### src/rtl/sdram_rd_stream.sv
// rtl/sdram_rd_stream.sv - sequential-read front end: command in, SDRAM reads out, returned words streamed to host
//
// Ports:
//   clk, rst_n          system clock (rising edge), asynchronous active-low reset
//   cmd_addr/len/valid  command: start word address and word count (0 is a legal no-op)
//   cmd_ready, busy     cmd_ready only in IDLE; busy whenever not in IDLE
//   araddr/arvalid      single-word read requests to the controller, held until arready
//   arready             controller accepts the request this cycle
//   rdata/rvalid        returned words, one-cycle strobe, no backpressure
//   out_data/valid/ready/last  first-word-fall-through stream of returned words
//   err                 sticky: a word returned while no read was outstanding
module sdram_rd_stream #(
    parameter int FIFO_DEPTH = 8,
    parameter int ADDR_W     = 24
) (
    input  logic              clk,
    input  logic              rst_n,
    input  logic [ADDR_W-1:0] cmd_addr,
    input  logic [23:0]       cmd_len,
    input  logic              cmd_valid,
    output logic              cmd_ready,
    output logic              busy,
    output logic [ADDR_W-1:0] araddr,
    output logic              arvalid,
    input  logic              arready,
    input  logic [15:0]       rdata,
    input  logic              rvalid,
    output logic [15:0]       out_data,
    output logic              out_valid,
    input  logic              out_ready,
    output logic              out_last,
    output logic              err
);

    localparam int AW = $clog2(FIFO_DEPTH);
    localparam int CW = AW + 1;
    localparam logic [CW-1:0] FULL_C  = CW'(FIFO_DEPTH);
    localparam logic [CW:0]   DEPTH_C = {1'b0, FULL_C};

    typedef enum logic [1:0] {
        S_IDLE  = 2'd0,
        S_ISSUE = 2'd1,
        S_DRAIN = 2'd2
    } state_t;

    state_t            state;
    logic [ADDR_W-1:0] addr_q;
    logic [23:0]       rem;
    logic [23:0]       last_cnt;
    logic [CW-1:0]     outstanding;
    logic [CW-1:0]     count;
    logic [AW-1:0]     wr_ptr;
    logic [AW-1:0]     rd_ptr;
    logic              err_q;
    logic [15:0]       mem [FIFO_DEPTH];

    logic [CW:0] credit_used;
    logic        issue_ok;
    logic        ar_hs;
    logic        cmd_hs;
    logic        push;
    logic        pop;

    // Every word in flight or buffered holds a FIFO slot, so a request is only
    // raised when a slot is guaranteed for its return. Both terms are registered
    // and neither can grow without a handshake, which keeps arvalid stable.
    assign credit_used = {1'b0, outstanding} + {1'b0, count};
    assign issue_ok    = (state == S_ISSUE) && (rem != 24'd0) && (credit_used < DEPTH_C);
    assign ar_hs       = issue_ok && arready;
    assign cmd_hs      = (state == S_IDLE) && cmd_valid;

    // A return with nothing outstanding is a protocol error; drop it.
    assign push = rvalid && (outstanding != '0);
    assign pop  = (count != '0) && out_ready;

    assign cmd_ready = (state == S_IDLE);
    assign busy      = (state != S_IDLE);
    assign araddr    = addr_q;
    assign arvalid   = issue_ok;
    assign out_valid = (count != '0);
    assign out_data  = mem[rd_ptr];
    assign out_last  = out_valid && (last_cnt == 24'd1);
    assign err       = err_q;

    // Command sequencing and address generation.
    always_ff @(posedge clk or negedge rst_n) begin
        if (!rst_n) begin
            state  <= S_IDLE;
            addr_q <= '0;
            rem    <= '0;
        end else begin
            case (state)
                S_IDLE: begin
                    if (cmd_valid) begin
                        addr_q <= cmd_addr;
                        rem    <= cmd_len;
                        if (cmd_len != 24'd0) begin
                            state <= S_ISSUE;
                        end
                    end
                end
                S_ISSUE: begin
                    if (ar_hs) begin
                        addr_q <= addr_q + 1'b1;
                        rem    <= rem - 24'd1;
                        if (rem == 24'd1) begin
                            state <= S_DRAIN;
                        end
                    end
                end
                S_DRAIN: begin
                    // Uses registered values, so IDLE is reached the cycle
                    // after the final word leaves the stream.
                    if ((outstanding == '0) && (count == '0) && (last_cnt == 24'd0)) begin
                        state <= S_IDLE;
                    end
                end
                default: state <= S_IDLE;
            endcase
        end
    end

    // Words still to be delivered on the stream; drives out_last.
    always_ff @(posedge clk or negedge rst_n) begin
        if (!rst_n) begin
            last_cnt <= '0;
        end else if (cmd_hs) begin
            last_cnt <= cmd_len;
        end else if (pop && (last_cnt != 24'd0)) begin
            last_cnt <= last_cnt - 24'd1;
        end
    end

    // Reads accepted by the controller whose data has not yet returned.
    always_ff @(posedge clk or negedge rst_n) begin
        if (!rst_n) begin
            outstanding <= '0;
        end else begin
            case ({ar_hs, push})
                2'b10:   outstanding <= outstanding + CW'(1);
                2'b01:   outstanding <= outstanding - CW'(1);
                default: outstanding <= outstanding;
            endcase
        end
    end

    // Return FIFO bookkeeping; depth is a power of two so pointers wrap freely.
    always_ff @(posedge clk or negedge rst_n) begin
        if (!rst_n) begin
            count  <= '0;
            wr_ptr <= '0;
            rd_ptr <= '0;
        end else begin
            if (push) begin
                wr_ptr <= wr_ptr + 1'b1;
            end
            if (pop) begin
                rd_ptr <= rd_ptr + 1'b1;
            end
            case ({push, pop})
                2'b10:   count <= count + CW'(1);
                2'b01:   count <= count - CW'(1);
                default: count <= count;
            endcase
        end
    end

    // Storage needs no reset; only the pointers define what is valid.
    always_ff @(posedge clk) begin
        if (push) begin
            mem[wr_ptr] <= rdata;
        end
    end

    always_ff @(posedge clk or negedge rst_n) begin
        if (!rst_n) begin
            err_q <= 1'b0;
        end else if (rvalid && (outstanding == '0)) begin
            err_q <= 1'b1;
        end
    end

    a_no_overflow: assert property (@(posedge clk) disable iff (!rst_n)
        !(push && (count == FULL_C)));

endmodule

### config.mk
export PLATFORM = sky130hd
export DESIGN_NAME = sdram_rd_stream
export DESIGN_NICKNAME = d
export VERILOG_FILES = /design/src/rtl/sdram_rd_stream.sv
export SDC_FILE = /design/constraint.sdc
export NUM_CORES = 1
export LEC_CHECK = 0
export BUFFER_PORTS_ARGS = -buffer_cell sky130_fd_sc_hd__buf_2
export CORE_ASPECT_RATIO = 0.9
export CORE_UTILIZATION = 54
export DETAILED_ROUTE_END_ITERATION = 7
export GPL_TIMING_DRIVEN = 1
export PLACE_DENSITY = 0.8
export SLEW_MARGIN = 15
export SYNTH_ARGS = -nofsm -noshare
export SYNTH_HDL_FRONTEND = slang
export SYNTH_SLANG_ARGS = --single-unit
### constraint.sdc
create_clock -name clk -period 6.2 [get_ports clk]
set_input_delay 0.62 -clock clk [delete_from_list [all_inputs] [get_ports clk]]
set_output_delay 0.62 -clock clk [all_outputs]
set_load 0.02 [all_outputs]
**Yosys cells after proc, flatten, opt, wreduce, memory -nomap -nowiden**

Memory sizes are Yosys's and may differ from the RTL's.
Index checks and enable logic that the tools add are counted.

- Bits in registers: 89
- Memory bits (writable): 128
- Input bits: 70
- Output and inout bits: 46
- Word-level logic and storage cells: 79
- Memories kept: 1

Memories:

| memory | depth | width | read ports | clocked after Yosys merged registers in | write ports | line | RTL |
|---|---|---|---|---|---|---|---|
| mem | 8 | 16 | 1 | 0 | 1 | 55 | `logic [15:0] mem [FIFO_DEPTH];` |

- Add/subtract/negate cells: 10
- Magnitude comparators: 1
- Eq/ne operators: 13
- Multiplexer cells: 18
- Reductions and logical operators: 27

Operator list:

| cell | number |
|---|---|
| $mux 24 | 6 |
| $pmux 24 s2 | 2 |
| $reduce_bool 24->1 | 3 |
| $eq 24x1->1 const B | 2 |
| $sub 24x1->24 const B | 2 |
| $add 24x1->24 const B | 1 |
| $logic_not 24->1 | 1 |
| $pmux 4 s2 | 2 |
| $logic_and 1x1->1 | 11 |
| $mux 2 | 5 |
| $reduce_bool 2->1 | 5 |
| $add 4x1->4 const B | 2 |
| $logic_not 4->1 | 2 |
| $reduce_bool 4->1 | 2 |
| $sub 4x1->4 const B | 2 |
| $add 3x1->3 const B | 2 |
| $eq 2x1->1 const B | 3 |
| $eq 2x2->1 const B | 3 |
| $ne 2x2->1 const B | 3 |
| $pmux 2 s3 | 1 |
| $add 4x4->5 | 1 |
| $lt 5x4->1 const B | 1 |
| $reduce_and 5->1 | 1 |
| $ne 2x1->1 const B | 2 |
| 3 further kinds | 4 |

**Longest topological paths before layout**

- Depth in word-level cells: 6
- Gate-level depth with buffers: 13
- Mapped depth without buffers: 11

**Worst setup path before layout**

Ideal clock, no wire load.

- Path kind: reg2reg
- Start point: reg rem[4]
- End point: reg outstanding[3]
- Setup time: 0.125 ns
- Arrival: 3.133 ns
- Required time: 6.075 ns
- Slack: 2.942 ns
- Cell stages (with the launch flop): 14
- Buffers on the path: 3
- Period minus slack after synthesis: 3.258 ns
- Cell sequence: dfrtp_1 clkbuf_1 or4_1 buf_2 or4_4 o211ai_2 buf_2 ha_1 ha_1 a21o_1 a21oi_1 xnor2_1 nor2_1 xor2_1

- Word-level cells in the longest chain between the ends: 6
- Elaborated cells on any way between the ends: 8
- Classes of those cells: eq/ne (2); mux (1); reduce/logical (5)

RTL lines:

| element | line | RTL |
|---|---|---|
| start, declared | 48 | `logic [23:0] rem;` |
| start signal, assigned | 96 | `rem <= cmd_len;` |
| start signal, assigned | 105 | `rem <= rem - 24'd1;` |
| $reduce_bool 24->1 * | 68 | `assign issue_ok = (state == S_ISSUE) && (rem != 24'd0) && (credit_used < DEPTH_C);` |
| $logic_and 1x1->1 * (2 in a row) | 68 |  |
| $logic_and 1x1->1 * | 69 | `assign ar_hs = issue_ok && arready;` |
| $eq 2x1->1 / $eq 2x2->1 (equally long branches) | 139 | `case ({ar_hs, push})` |
| $pmux 4 s2 / $reduce_bool 2->1 (equally long branches) | n/a |  |
| end signal, assigned | 140 | `2'b10: outstanding <= outstanding + CW'(1);` |
| end signal, assigned | 141 | `2'b01: outstanding <= outstanding - CW'(1);` |
| end signal, assigned | 142 | `default: outstanding <= outstanding;` |
| end, declared | 50 | `logic [CW-1:0] outstanding;` |

Mark *: on every way between the ends. The rest lies on a longest branch, timed or not.
A chain may end at the register's enable or synchronous reset.

**Worst setup path after layout**

Same ends and word-level chain as after synthesis.

==> impl_results.md <==
- CTS buffer count: 23
- Area post-placement: 11,400 µm²
- Cell area after synthesis: 10,600 µm²
- Final setup violation count: 0
- Cell Chain, Critical Path: or4_1 > or4_4 > o211ai_4 > ha_1 > ha_1 > a21o_1 > a21oi_1 > xnor2_1 > nor2_1 > xor2_1
- Clock Power Share: 0.273
- Net Sw Frac: 0.336
- CTS root buf: clkbuf_16
- HP Class: input port to async pin
- Status: finished clean
- Core ar.: 19,200 µm²
- Most used DFF post-synth: edfxtp_1
- DIE HEIGHT: 135 µm
- NetSw: 1.57 mW
- R2R Path End: outstanding[3]$_DFFE_PN0P_
- Die ar.: 20,100 µm²
- Final Wtd Congestion: 0.915
- Final non-filler cell total: 1,233
- DRC viols: 0
- Mux share of post-synthesis cell area: 0.0871
- Crit. Startpoint: rem[4]$_DFFE_PN0P_
- Commonest cells after routing, fill and taps aside: 128 x edfxtp_1, 114 x buf_2, 87 x dfrtp_1
- Count of different cell masters after synthesis: 65
- Total track usage: 0.260
- DR vias/cell: 6.45
- Share of layout cells above drive strength 1: 0.238
- Area leader, netlist: edfxtp_1
- Row cnt: 48
- Layout Utilization: 0.632
- Reg-to-reg setup timing slack: 2.35 ns
- Net count after synthesis: 954
- CP endpoint: outstanding[3]$_DFFE_PN0P_
- Die width: 150 µm
- Simple-gate share of the synthesized area: 0.134
- Clk Latency, worst-skew pair: 0.51 ns
- Worst r2r src: rem[4]$_DFFE_PN0P_
- Pre-CTS WS: 2.40 ns
- Critical path capture point type: flop
- Sequential area share after synthesis: 0.574
- Setup bufs post-CTS: 0
- Slowest cell on crit path: o211ai_4
- PD cells: 386 nW/µm²
- Rel. slew slack: 0.272
- Avg Synthesized Cell Area: 12.2 µm²
- Hold_ws: 0.0659 ns
- Hold Vio Cnt, Final: 0
- Pwr Total: 4.67 mW
- Overflow left after global routing: 0
- Most common cell after layout, fill and taps aside: edfxtp_1
- Sequential group share of total power: 0.420
- Total Nets Final: 1,055
- First-pass GRT wire length: 40.6 mm
- CTS tree: done
- Drt pass-1 iters: 7
- Delay-heaviest family, CP: simple AND/OR/NAND/NOR gates
- Initial antenna violation count: 1
- DPL Wire Length: 16.5 mm
- Measured slew at the worst slew-check pin: 1.08 ns
- IO Port Bufs: 115
- Max Buffers Root-to-Sink: 3
- I/O pin cnt: 116
- Cell mode on critical path: ha_1
- Area grow syn2layout: 14.6%
- Worst Path Arrival: 4.24 ns
- Final Worst Setup Slack: 2.35 ns
- Final design area excluding fillers: 12,100 µm²
- Largest net degree at the start of global routing: 76
- Leak: 4.67 nW
- Dpl cells: 1,190
- Synth warn: 0
- Tmin final: 3.85 ns
- Maximum fanout along the worst path: 32
- Total Wirelength: 25.9 mm
- Max cap viols: 0
- Crit path launch type: flop
- Max Clk Rate: 0.260 GHz
- Levels on crit path: 10
- CTS clk-pin slew, worst paths: 0.06 ns
- Total number of vias: 7,959
- Fraction of the cycle the final worst path needs: 0.621
- XOR/XNOR Fraction of Synth Area: 0.0116
- Share of the synthesized area in the top cell type: 0.363
- CTS Hold Bufs: 0
- DR iter-0 viols: 737
- Vias in the first global route: 7,584
- Avg WL per Cell: 21.0 µm
- Max incr delay on CP: 0.76 ns
- Synth top area cells: edfxtp_1 36%, dfrtp_1 21%, mux4_2 6.8%
- Critical Path RT: 6.59 ns
- Main combinational cell family by area after synthesis: compound AO/OA/AOI/OAI gates
- Number of flops mapped to enable cells by yosys: 128
- Complex-gate fraction of the synthesized area: 0.138
- DRT antenna net count: 0
- Yosys reg bits: 217
- RSZ-0062 raised after global routing: false
- Setup TNS: 0 ns
- Combinational fraction of design power: 0.306
- Initial Util: 0.552
- Htree depth: 1
- VDD IR max: 228 µV
- Post-CTS resize count: 0
- Fin Clk Skew: 0.00859 ns
- Synth Area in Adders: 0.0251
- WP buf/inv: 0
- Critical path class: flop to flop
- Clock sinks: 217
- FF-to-FF path depth: 10
- Asr flop ratio synth: 0.410
- Pins Over Slew Limit: 0
- Power Internal: 3.10 mW
- Cells after Synth: 864
## registers in the layout, summed over array words and instances, names as in the netlist
name         count
rd_ptr           3
araddr          24
rem             24
state            2
err              1
count            4
wr_ptr           3
last_cnt        24
mem            128
outstanding      4
## synthesized netlist by cell type (all sizes together) (7+ instances only)
| master | instances |
|---|---|
| o211ai | 11 |
| or3 | 15 |
| ha | 18 |
| or4 | 25 |
| xnor2 | 10 |
| o21ai | 24 |
| a21oi | 48 |
| nor2 | 67 |
| nand3 | 27 |
| o22a | 23 |
| o31ai | 7 |
| nor4 | 21 |
| a22oi | 11 |
| mux2 | 16 |
| nand2 | 50 |
| inv | 18 |
| edfxtp | 128 |
| and3 | 7 |
| clkbuf | 40 |
| buf | 17 |
| nor3 | 26 |
| nand4 | 11 |
| a31oi | 44 |
| mux4 | 32 |
| dfrtp | 89 |
## layer usage
metal / global-route usage / part of all wire / vias up
li1: - / - / 3607
met1: 0.365 / 0.42 / 3947
met2: 0.417 / 0.48 / 348
met3: 0.0459 / 0.072 / 55
met4: 0.0754 / 0.027 / 2
met5: 0 / 0.00050 / -
## area by class of cell
class                      instances  area, µm²
antenna                            1       2.50
clock buffer                      33        613
clock inverter                     9       75.1
fill                            1423       7040
inverter                          18       67.6
multi-input combinational        572       4260
sequential                       217       6070
tap                              250        313
timing repair buffer             133        713
## power groups by stage
| stage | clock [mW] | sequential [mW] | combinational, mW |
|---|---|---|---|
| 4_1_cts | 1.30 | 1.97 | 1.44 |
| 2_1_floorplan | 0 | 1.89 | 1.09 |
| 3_3_place_gp | 0 | 1.97 | 1.38 |
| 6_report | 1.28 | 1.96 | 1.43 |
| 3_5_place_dp | 0 | 1.99 | 1.43 |
| 5_1_grt | 1.34 | 1.99 | 1.56 |
## logic make-up (layout without fill, tap and decap cells)
logic type | after synthesis | in the layout
fa+ha+maj | 20 | 20
mux | 50 | 50
other cells | 0 | 1
xor+xnor | 14 | 14
flops | 217 | 217
simple gates | 273 | 273
buf+inv | 75 | 193
compound gates | 215 | 215
## worst register-to-register path: cells and delay by family, from the launching register on
kind                     cells  cell delay, ns
AO/OA/AOI/OAI                3            1.12
XOR/XNOR                     2            0.28
adder cells (fa/ha/maj)      2            0.58
flip-flops                   1            0.45
AND/OR/NAND/NOR              3            1.31
## worst min-delay path by stage
stage	start	end	cells past startpoint
2_1_floorplan	rst_n	araddr[0]$_DFFE_PN0P_	0
3_3_place_gp	err$_DFFE_PN0P_	err$_DFFE_PN0P_	1
3_5_place_dp	err$_DFFE_PN0P_	err$_DFFE_PN0P_	1
4_1_cts	rst_n	araddr[13]$_DFFE_PN0P_	1
5_1_grt	rst_n	araddr[22]$_DFFE_PN0P_	1
6_report	rst_n	araddr[13]$_DFFE_PN0P_	1
Power figures use the tool's default switching activity.
